$ cat src/rtl/led_seq_pkg.sv
// -----------------------------------------------------------------------------
// led_seq_pkg
// Shared types and width helpers for the LED sequencer.
//
// Contents:
//   state_e        - sequencer FSM states (IDLE, RUN)
//   NUM_CH_MIN/MAX - legal channel-count range
//   PHASE_MIN      - shortest legal phase length in clocks
//   PWM_WIDTH_MAX  - widest legal PWM counter
//   idx_width()    - width of the channel index / phase_idx
//   cnt_width()    - width of the per-phase cycle counter
//
// Optional feature macro used by the files importing this package:
//   LED_SEQ_PWM_EN - enables duty-cycle dimming of the lit channel.
// -----------------------------------------------------------------------------
package led_seq_pkg;

  typedef enum logic {
    IDLE = 1'b0,
    RUN  = 1'b1
  } state_e;

  localparam int NUM_CH_MIN    = 2;
  localparam int NUM_CH_MAX    = 16;
  localparam int PHASE_MIN     = 2;
  localparam int PWM_WIDTH_MAX = 8;

  // Width of an index that must address n channels. The legal range starts
  // at 2 channels, but the floor of 1 keeps the helper safe for any input.
  function automatic int idx_width(input int n);
    return (n <= 2) ? 1 : $clog2(n);
  endfunction

  // Width of a counter running 0 .. p-1.
  function automatic int cnt_width(input int p);
    return (p <= 2) ? 1 : $clog2(p);
  endfunction

endpackage

$ cat src/rtl/led_seq_pwm.sv
// -----------------------------------------------------------------------------
// led_seq_pwm
// Free-running PWM counter and duty comparator used to dim the lit LED.
// Only instantiated when LED_SEQ_PWM_EN is defined.
//
// The counter wraps modulo 2^PWM_WIDTH and starts from 0 after reset.
// pwm_on is 1 while the counter is below duty, so:
//   duty = 0              -> never on
//   duty = 2^PWM_WIDTH-1  -> off exactly one cycle per period
//
// Ports:
//   clk    in   clock, rising edge
//   reset  in   synchronous active-high reset, clears the counter
//   duty   in   PWM_WIDTH brightness setting
//   pwm_on out  combinational compare of the current counter against duty
// -----------------------------------------------------------------------------
module led_seq_pwm #(
  parameter int PWM_WIDTH = 4
) (
  input  logic                 clk,
  input  logic                 reset,
  input  logic [PWM_WIDTH-1:0] duty,
  output logic                 pwm_on
);

  logic [PWM_WIDTH-1:0] pwm_cnt_q;
  logic [PWM_WIDTH-1:0] pwm_cnt_d;

  // Natural binary overflow provides the modulo 2^PWM_WIDTH wrap.
  assign pwm_cnt_d = pwm_cnt_q + PWM_WIDTH'(1);

  always_ff @(posedge clk) begin
    if (reset) begin
      pwm_cnt_q <= '0;
    end else begin
      pwm_cnt_q <= pwm_cnt_d;
    end
  end

  assign pwm_on = (pwm_cnt_q < duty);

endmodule

$ cat src/rtl/led_sequencer.sv
// -----------------------------------------------------------------------------
// led_sequencer
// Lights NUM_CH LEDs one at a time, PHASE_CYCLES clocks each, after a rising
// edge on button. Runs once (pulsing done at the end) or repeats forever when
// loop_mode is high at the wrap point. abort returns to IDLE at once.
//
// Parameters:
//   NUM_CH       number of LED channels (2..16)
//   PHASE_CYCLES clocks each channel stays lit (2..65536)
//   PWM_WIDTH    duty / PWM counter width (1..8)
//
// Ports:
//   clk        in   single clock, rising edge
//   reset      in   synchronous active-high reset
//   button     in   start request, rising-edge sensitive
//   loop_mode  in   1 = repeat, 0 = one-shot; sampled at each wrap
//   abort      in   level, forces IDLE; beats every other event but reset
//   duty       in   PWM_WIDTH brightness (only with LED_SEQ_PWM_EN)
//   led        out  NUM_CH registered one-hot or zero drive
//   busy       out  registered, 1 while in RUN (direct view of the FSM state)
//   phase_idx  out  registered index of the lit channel, 0 in IDLE
//   done       out  registered one-cycle pulse when a one-shot run completes
//
// Configuration macro:
//   LED_SEQ_PWM_EN - when defined, the lit channel is gated by led_seq_pwm;
//                    otherwise duty is ignored and the lit channel is solid.
//
// Handshake / timing: there is no valid/ready traffic. button is treated as an
// edge event, every output is a register and reflects the state entered on
// the clock edge that follows the causing input cycle.
// -----------------------------------------------------------------------------
module led_sequencer
  import led_seq_pkg::*;
#(
  parameter int NUM_CH       = 3,
  parameter int PHASE_CYCLES = 10,
  parameter int PWM_WIDTH    = 4
) (
  input  logic                      clk,
  input  logic                      reset,
  input  logic                      button,
  input  logic                      loop_mode,
  input  logic                      abort,
  input  logic [PWM_WIDTH-1:0]      duty,
  output logic [NUM_CH-1:0]         led,
  output logic                      busy,
  output logic [$clog2(NUM_CH)-1:0] phase_idx,
  output logic                      done
);

  localparam int IDX_W = idx_width(NUM_CH);
  localparam int CNT_W = cnt_width(PHASE_CYCLES);

  localparam logic [IDX_W-1:0] CH_LAST  = IDX_W'(NUM_CH - 1);
  localparam logic [CNT_W-1:0] CNT_LAST = CNT_W'(PHASE_CYCLES - 1);

  // ---------------------------------------------------------------------------
  // State
  // ---------------------------------------------------------------------------
  state_e            state_q, state_d;
  logic [IDX_W-1:0]  ch_q, ch_d;
  logic [CNT_W-1:0]  cnt_q, cnt_d;
  logic [NUM_CH-1:0] led_q, led_d;
  logic              done_q, done_d;
  logic              button_q;
  logic              armed_q;
  logic              start;
  logic              lit;

  // ---------------------------------------------------------------------------
  // Start detection
  // armed_q blocks a button that is already held when reset releases: it is
  // loaded with ~button during reset and only sets once button is seen low,
  // so such a press needs a fresh rising edge. A button that is low during
  // reset leaves armed_q set, so an edge right after reset still counts.
  // ---------------------------------------------------------------------------
  assign start = button & ~button_q & armed_q;

  // ---------------------------------------------------------------------------
  // Brightness gate for the lit channel
  // ---------------------------------------------------------------------------
`ifdef LED_SEQ_PWM_EN
  led_seq_pwm #(
    .PWM_WIDTH (PWM_WIDTH)
  ) u_pwm (
    .clk    (clk),
    .reset  (reset),
    .duty   (duty),
    .pwm_on (lit)
  );
`else
  logic unused_duty;
  assign unused_duty = ^duty;
  assign lit         = 1'b1;
`endif

  // ---------------------------------------------------------------------------
  // Next-state logic
  // ---------------------------------------------------------------------------
  always_comb begin
    state_d = state_q;
    ch_d    = ch_q;
    cnt_d   = cnt_q;
    done_d  = 1'b0;
    led_d   = '0;

    if (abort) begin
      // Abort wins over start, phase advance and wrap; it never pulses done.
      state_d = IDLE;
      ch_d    = '0;
      cnt_d   = '0;
    end else begin
      unique case (state_q)
        IDLE: begin
          if (start) begin
            state_d = RUN;
            ch_d    = '0;
            cnt_d   = '0;
          end
        end

        RUN: begin
          // Presses during RUN are ignored: no branch here looks at start.
          if (cnt_q == CNT_LAST) begin
            cnt_d = '0;
            if (ch_q == CH_LAST) begin
              ch_d = '0;
              if (!loop_mode) begin
                state_d = IDLE;
                done_d  = 1'b1;
              end
            end else begin
              ch_d = ch_q + IDX_W'(1);
            end
          end else begin
            cnt_d = cnt_q + CNT_W'(1);
          end
        end

        default: begin
          state_d = IDLE;
          ch_d    = '0;
          cnt_d   = '0;
        end
      endcase
    end

    // Computed from the next state so led lines up with busy/phase_idx.
    if ((state_d == RUN) && lit) begin
      led_d = NUM_CH'(1) << ch_d;
    end
  end

  // ---------------------------------------------------------------------------
  // Registers
  // ---------------------------------------------------------------------------
  always_ff @(posedge clk) begin
    if (reset) begin
      state_q  <= IDLE;
      ch_q     <= '0;
      cnt_q    <= '0;
      led_q    <= '0;
      done_q   <= 1'b0;
      button_q <= 1'b0;
      armed_q  <= ~button;
    end else begin
      state_q  <= state_d;
      ch_q     <= ch_d;
      cnt_q    <= cnt_d;
      led_q    <= led_d;
      done_q   <= done_d;
      button_q <= button;
      armed_q  <= armed_q | ~button;
    end
  end

  // ---------------------------------------------------------------------------
  // Outputs
  // ch_q is forced to 0 on every entry to IDLE, so it doubles as phase_idx.
  // ---------------------------------------------------------------------------
  assign led       = led_q;
  assign busy      = (state_q == RUN);
  assign phase_idx = ch_q;
  assign done      = done_q;

endmodule

$ cat config.mk
export PLATFORM = sky130hd
export DESIGN_NAME = led_sequencer
export DESIGN_NICKNAME = d
export VERILOG_FILES = /design/src/rtl/led_seq_pkg.sv /design/src/rtl/led_seq_pwm.sv /design/src/rtl/led_sequencer.sv
export SDC_FILE = /design/constraint.sdc
export NUM_CORES = 1
export LEC_CHECK = 0
export ABC_AREA = 1
export CAP_MARGIN = 0
export CORE_AREA = 2 2 39 41
export CTS_BUF_LIST = sky130_fd_sc_hd__clkbuf_4
export CTS_CLUSTER_DIAMETER = 120
export CTS_CLUSTER_SIZE = 30
export DETAILED_ROUTE_END_ITERATION = 6
export DIE_AREA = 0 0 41 43
export PLACE_DENSITY = 0.83
export SYNTH_ARGS = -nofsm -noshare
export SYNTH_HDL_FRONTEND = slang
export SYNTH_SLANG_ARGS = --single-unit
$ cat constraint.sdc
create_clock -name clk -period 1.7 [get_ports clk]
set_input_delay 0.34 -clock clk [delete_from_list [all_inputs] [get_ports clk]]
set_output_delay 0.34 -clock clk [all_outputs]
set_load 0.05 [all_outputs]
# ---- Word-level counts from Yosys, hierarchy flattened
# Index checks and enable logic that the tools add are counted.
dict set report op_classes {
  addsub 2
  n_eq_ne 3
  shift 1
  mux 16
  bitwise_logic 9
  n_reduce_logical 3
}
# cell n
set op_table {}
lappend op_table {{2-bit 2-to-1 mux} 4}
lappend op_table {{4-bit 2-to-1 mux} 2}
lappend op_table {{4-bit one-hot mux with 2 select lines} 1}
lappend op_table {{1-bit 2-to-1 mux} 7}
lappend op_table {{1-bit inverter} 6}
lappend op_table {{5-bit OR reduction} 1}
lappend op_table {{4-bit by 1-bit adder with 4-bit output, second input constant} 1}
lappend op_table {{4-bit == test, second input constant} 1}
lappend op_table {{2-bit one-hot mux with 2 select lines} 1}
lappend op_table {{2-bit OR reduction} 2}
lappend op_table {{1-bit by 2-bit << shifter with 3-bit output, first input constant} 1}
lappend op_table {{2-bit by 1-bit adder with 2-bit output, second input constant} 1}
lappend op_table {{1-bit AND} 2}
lappend op_table {{2-bit == test, second input constant} 1}
lappend op_table {{2-bit != test, second input constant} 1}
lappend op_table {{1-bit one-hot mux with 2 select lines} 1}
lappend op_table {{1-bit bitwise OR} 1}
dict set report word_totals {
  register_bits 13
  in_bits 9
  wordCells 41
}

# ---- Logic depth before layout (Yosys ltp)
dict set report logic_depth {
  ltp_word 8
  mapped_depth 10
}

# ---- Worst setup path after synthesis
# No wires, ideal clock.
dict set report synth_timing {
  path_type {flip-flop to flip-flop}
  start {register state_q (netlist: busy)}
  end {register led_q[0] (netlist: led[0])}
  t_arrival_ps 1279
  path_slack_ps 308
  path_stages_with_launch 8
  path_buffers 0
  synth_period_minus_slack_ps 1392
  path_cell_list {dfxtp_1 > inv_1 > nor2_1 > nand2_1 > a21oi_2 > nand2_1 > nand2_1 > nor2_1}
}
dict set report synth_via {
  elab_chain_cells 5
  elab_cells_between_ends 8
}
# item line
set synth_lines {}
lappend synth_lines {{from (decl)} led_sequencer.sv:60} ;# state_e state_q, state_d;
lappend synth_lines {{from (signal assigned)} led_sequencer.sv:167} ;# state_q <= state_d;
lappend synth_lines {{1-bit inverter (no source line)} --}
lappend synth_lines {{1-bit one-hot mux with 2 select lines} led_sequencer.sv:113} ;# unique case (state_q)
lappend synth_lines {{1-bit 2-to-1 mux} led_sequencer.sv:107} ;# if (abort) begin
lappend synth_lines {{1-bit inverter (no source line)} --}
lappend synth_lines {{2-bit OR reduction (no source line)} --}
lappend synth_lines {{to (signal assigned)} led_sequencer.sv:170} ;# led_q <= led_d;
lappend synth_lines {{to (decl)} led_sequencer.sv:63} ;# logic [NUM_CH-1:0] led_q, led_d;
# Several ways; a longest one is shown, not always the timed one.
# A chain may end at the register's enable or synchronous reset.

# ---- Worst setup path in the final report
dict set report layout_timing {
  start {register cnt_q[0]}
  end {register led_q[0] (netlist: led[0])}
}
dict set report layout_via {
  elab_chain_cells 6
  elab_cells_between_ends 10
}
# item line
set layout_lines {}
lappend layout_lines {{from (decl)} led_sequencer.sv:62} ;# logic [CNT_W-1:0] cnt_q, cnt_d;
lappend layout_lines {{from (signal assigned)} led_sequencer.sv:169} ;# cnt_q <= cnt_d;
lappend layout_lines {{4-bit == test (*)} led_sequencer.sv:124} ;# if (cnt_q == CNT_LAST) begin
lappend layout_lines {{1-bit 2-to-1 mux} led_sequencer.sv:124}
lappend layout_lines {{1-bit one-hot mux with 2 select lines} led_sequencer.sv:113}
lappend layout_lines {{1-bit 2-to-1 mux} led_sequencer.sv:107}
lappend layout_lines {{1-bit inverter (no source line)} --}
lappend layout_lines {{2-bit OR reduction (no source line)} --}
# Every way passes the cells marked *; elsewhere a longest branch is shown, timed or not.

==> metrics.cfg <==
[floorplanning]
core_sq_um=1380
fp.dieArea_sq_um=1760
die_x_microns=41
io_pins=16
start_util_pct=42.1
die_h_microns=43
row_count=14

[global_routing]
grtUsageMet3_pct=7.85
grt_max_degree=8
grt_pass1_wl_microns=1730
overflow=0
use_met1_pct=17.4
use_met2_pct=20.9
antenna_found_initial=0
grt_pass1_vias=430
gr-max-usage-layer=met2
grt_usage_pct=15.2

[worst_setup_path]
critPathTopFamily=simple AND/OR/NAND/NOR gates
crit_top_cell=nand2_1
critPathArrivalTime_ps=1500
cp-end-kind=flop
critPathRequiredTime_ps=1880
critPathMaxStageDelay_ps=410
crit_type=reg2reg
reg2reg_depth=8
cp_cell_sequence=ha_1 > nand2_1 > nor2_2 > nand2_1 > a21oi_2 > nand2_1 > nand2_1 > nor2_1
startpoint_type=flop
cp_max_fo=5
slowest_stage=dfxtp_1
worstSetupPathDepth=8
crit_buf_inv=0

[clocking]
cts.sinks=13
cts_setup_buffers=0
cts_resized=0
clockBufferDepth=2
cts_tree=yes
cts.clk_slew.worst_paths_ps=80
clockRootBuffer=clkbuf_4
htreeDepth=1
cts_buffers=3
hold_buffers=0
clk_latency_ps=280

[route]
drt_iter0_markers=11
routed_wl_microns=1090
via_per_inst=4.76
num_vias=524
drtAntennaViolNets=0
routedWlPerCell_microns=9.93
drt_first_pass_iters=4
drc=0

[place]
dp_hpwl_microns=836
numPortBuffers=11
globalplace.congestion=0.769
dpl_worst_slack_ps=172
placedCellCount=106

[power_and_ir_drop]
p_sw_mw=0.135
ir_worst_vdd_mv=0.386
power_frac_comb_pct=9.1
power.internal_mw=0.437
p_clk_share_pct=36.0
power_density_nw_per_um2=789
p_leak_nw=0.323
switching_share_pct=23.7
power_frac_seq_pct=54.9

[timing]
finalMaxSlewViolations=0
rsz0062_at_grt=false
fin_ws_ps=372
setup_tns_ps=0
relSlewSlack_pct=85.9
hold_viol=0
period_needed_ps=1330
worstMarginPinSlew_ps=211
setup_violations=0
finalClockSkew_ps=0.919
max_freq_mhz=753
min_period_over_period_pct=78.1

[status]
status=finished clean

[synth]
synthFlopType=dfxtp_1
synth_fp_nets=90
async_flop_share_pct=0
yosysMostFrequentCell=nand2_1
synth_edf_count=0
avgSynthCellArea_sq_um=7.38
synth_commonest_cells=19 x nand2_1, 13 x dfxtp_1, 13 x inv_1
syn_inst=79
ys_seq_area_share_pct=44.6
ys_seq_elements=13
synth_area_leaders=dfxtp_1 45%, nand2_1 12%, inv_1 8.4%, nor2_1 7.1%, ha_1 4.3%
yosys.area.top_type_share_pct=44.6
synth_top_cell_by_area=dfxtp_1
syn_area_sq_um=583
ys_types=18
yosysWarningCount=0

[layout]
final_cells=110
final_net_count=106
layout-drive-gt1-share_pct=19.1
antenna_cells=0
syn_to_final_growth_pct=24.5

[flow_run]
drv_cap=0

[worst_hold_path]
holdCritPathClass=reg2reg
min_path_cells=2

[flip-flops by register name, indices dropped and copies added, names as in the netlist]
signal / flops
cnt_q: 4
button_q: 1
busy: 1
done: 1
phase_idx: 2
armed_q: 1
led: 3
[through the flow]
step                utilization, %  power, mW  hold WS, ps  instance area (sq um)
detailed placement            50.3      0.373          451                    696
floorplan                        -      0.352          411                    583
global route                  52.4      0.599          513                    726
finish                        52.4      0.572          466                    726
global placement              50.3      0.372          441                    696
CTS                           52.4      0.584          470                    726
[path summary, 6_finish.rpt]
| check | endpoint | startpoint | slack (ps) |
|---|---|---|---|
| setup reg to reg | led[0] | cnt_q[0] | 370 |
| hold reg to reg | armed_q | armed_q | 470 |
| hold / removal | armed_q | armed_q | 470 |
| setup / recovery | led[0] | cnt_q[0] | 370 |
[worst register-to-register path, delay by kind of cell, from the launching register on]
family | cells | cell delay [ps]
compound gates | 1 | 130
fa+ha+maj | 1 | 220
flops | 1 | 410
simple gates | 6 | 480
[power by group through the flow]
stage | logic, mW | clock network, mW | registers [mW]
3_3_place_gp | 0.0510 | 0 | 0.321
3_5_place_dp | 0.0518 | 0 | 0.321
5_1_grt | 0.0575 | 0.227 | 0.315
2_1_floorplan | 0.0224 | 0 | 0.329
6_report | 0.0520 | 0.206 | 0.314
4_1_cts | 0.0523 | 0.218 | 0.314
[layout by cell type, fill, tap and decap left out]
| cell type | Yosys | layout |
|---|---|---|
| nor2_2 | 2 | 2 |
| nand3_2 | 1 | 1 |
| ha_1 | 2 | 2 |
| o22ai_1 | 1 | 1 |
| nor2_4 | 1 | 1 |
| nand3b_1 | 1 | 1 |
| nand2_2 | 2 | 2 |
| xnor2_1 | 1 | 1 |
| clkdlybuf4s50_1 | 0 | 4 |
| nand3_1 | 4 | 4 |
| nor2_1 | 11 | 11 |
| o21ai_0 | 2 | 2 |
| clkbuf_4 | 0 | 4 |
| a21oi_2 | 1 | 1 |
| nand2_1 | 19 | 19 |
| buf_4 | 0 | 7 |
| inv_1 | 13 | 13 |
| dfxtp_1 | 13 | 13 |
| a21oi_1 | 3 | 3 |
| xor2_1 | 1 | 1 |
| nor3_1 | 1 | 1 |
[cell type report]
cell class / instances / area (sq um)
Clock buffer: 4 / 30.0
Tap cell: 16 / 20.0
Multi-Input combinational cell: 53 / 274
Sequential cell: 13 / 260
Inverter: 13 / 48.8
Fill cell: 140 / 658
Timing Repair Buffer: 11 / 92.6
[layer usage]
metal	wire, microns	vias to the layer above
met5	0	-
met4	29	0
met3	55	4
met2	522	9
met1	485	239
li1	-	272
[cell families after synthesis]
kind of cell    count (synthesis)  synth area share (%)
compound gates                  7                  6.87
flops                          13                  44.6
xor+xnor                        2                  3.00
simple gates                   42                  32.8
buf+inv                        13                  8.37
fa+ha+maj                       2                  4.29
(Power assumes the default switching activity.)
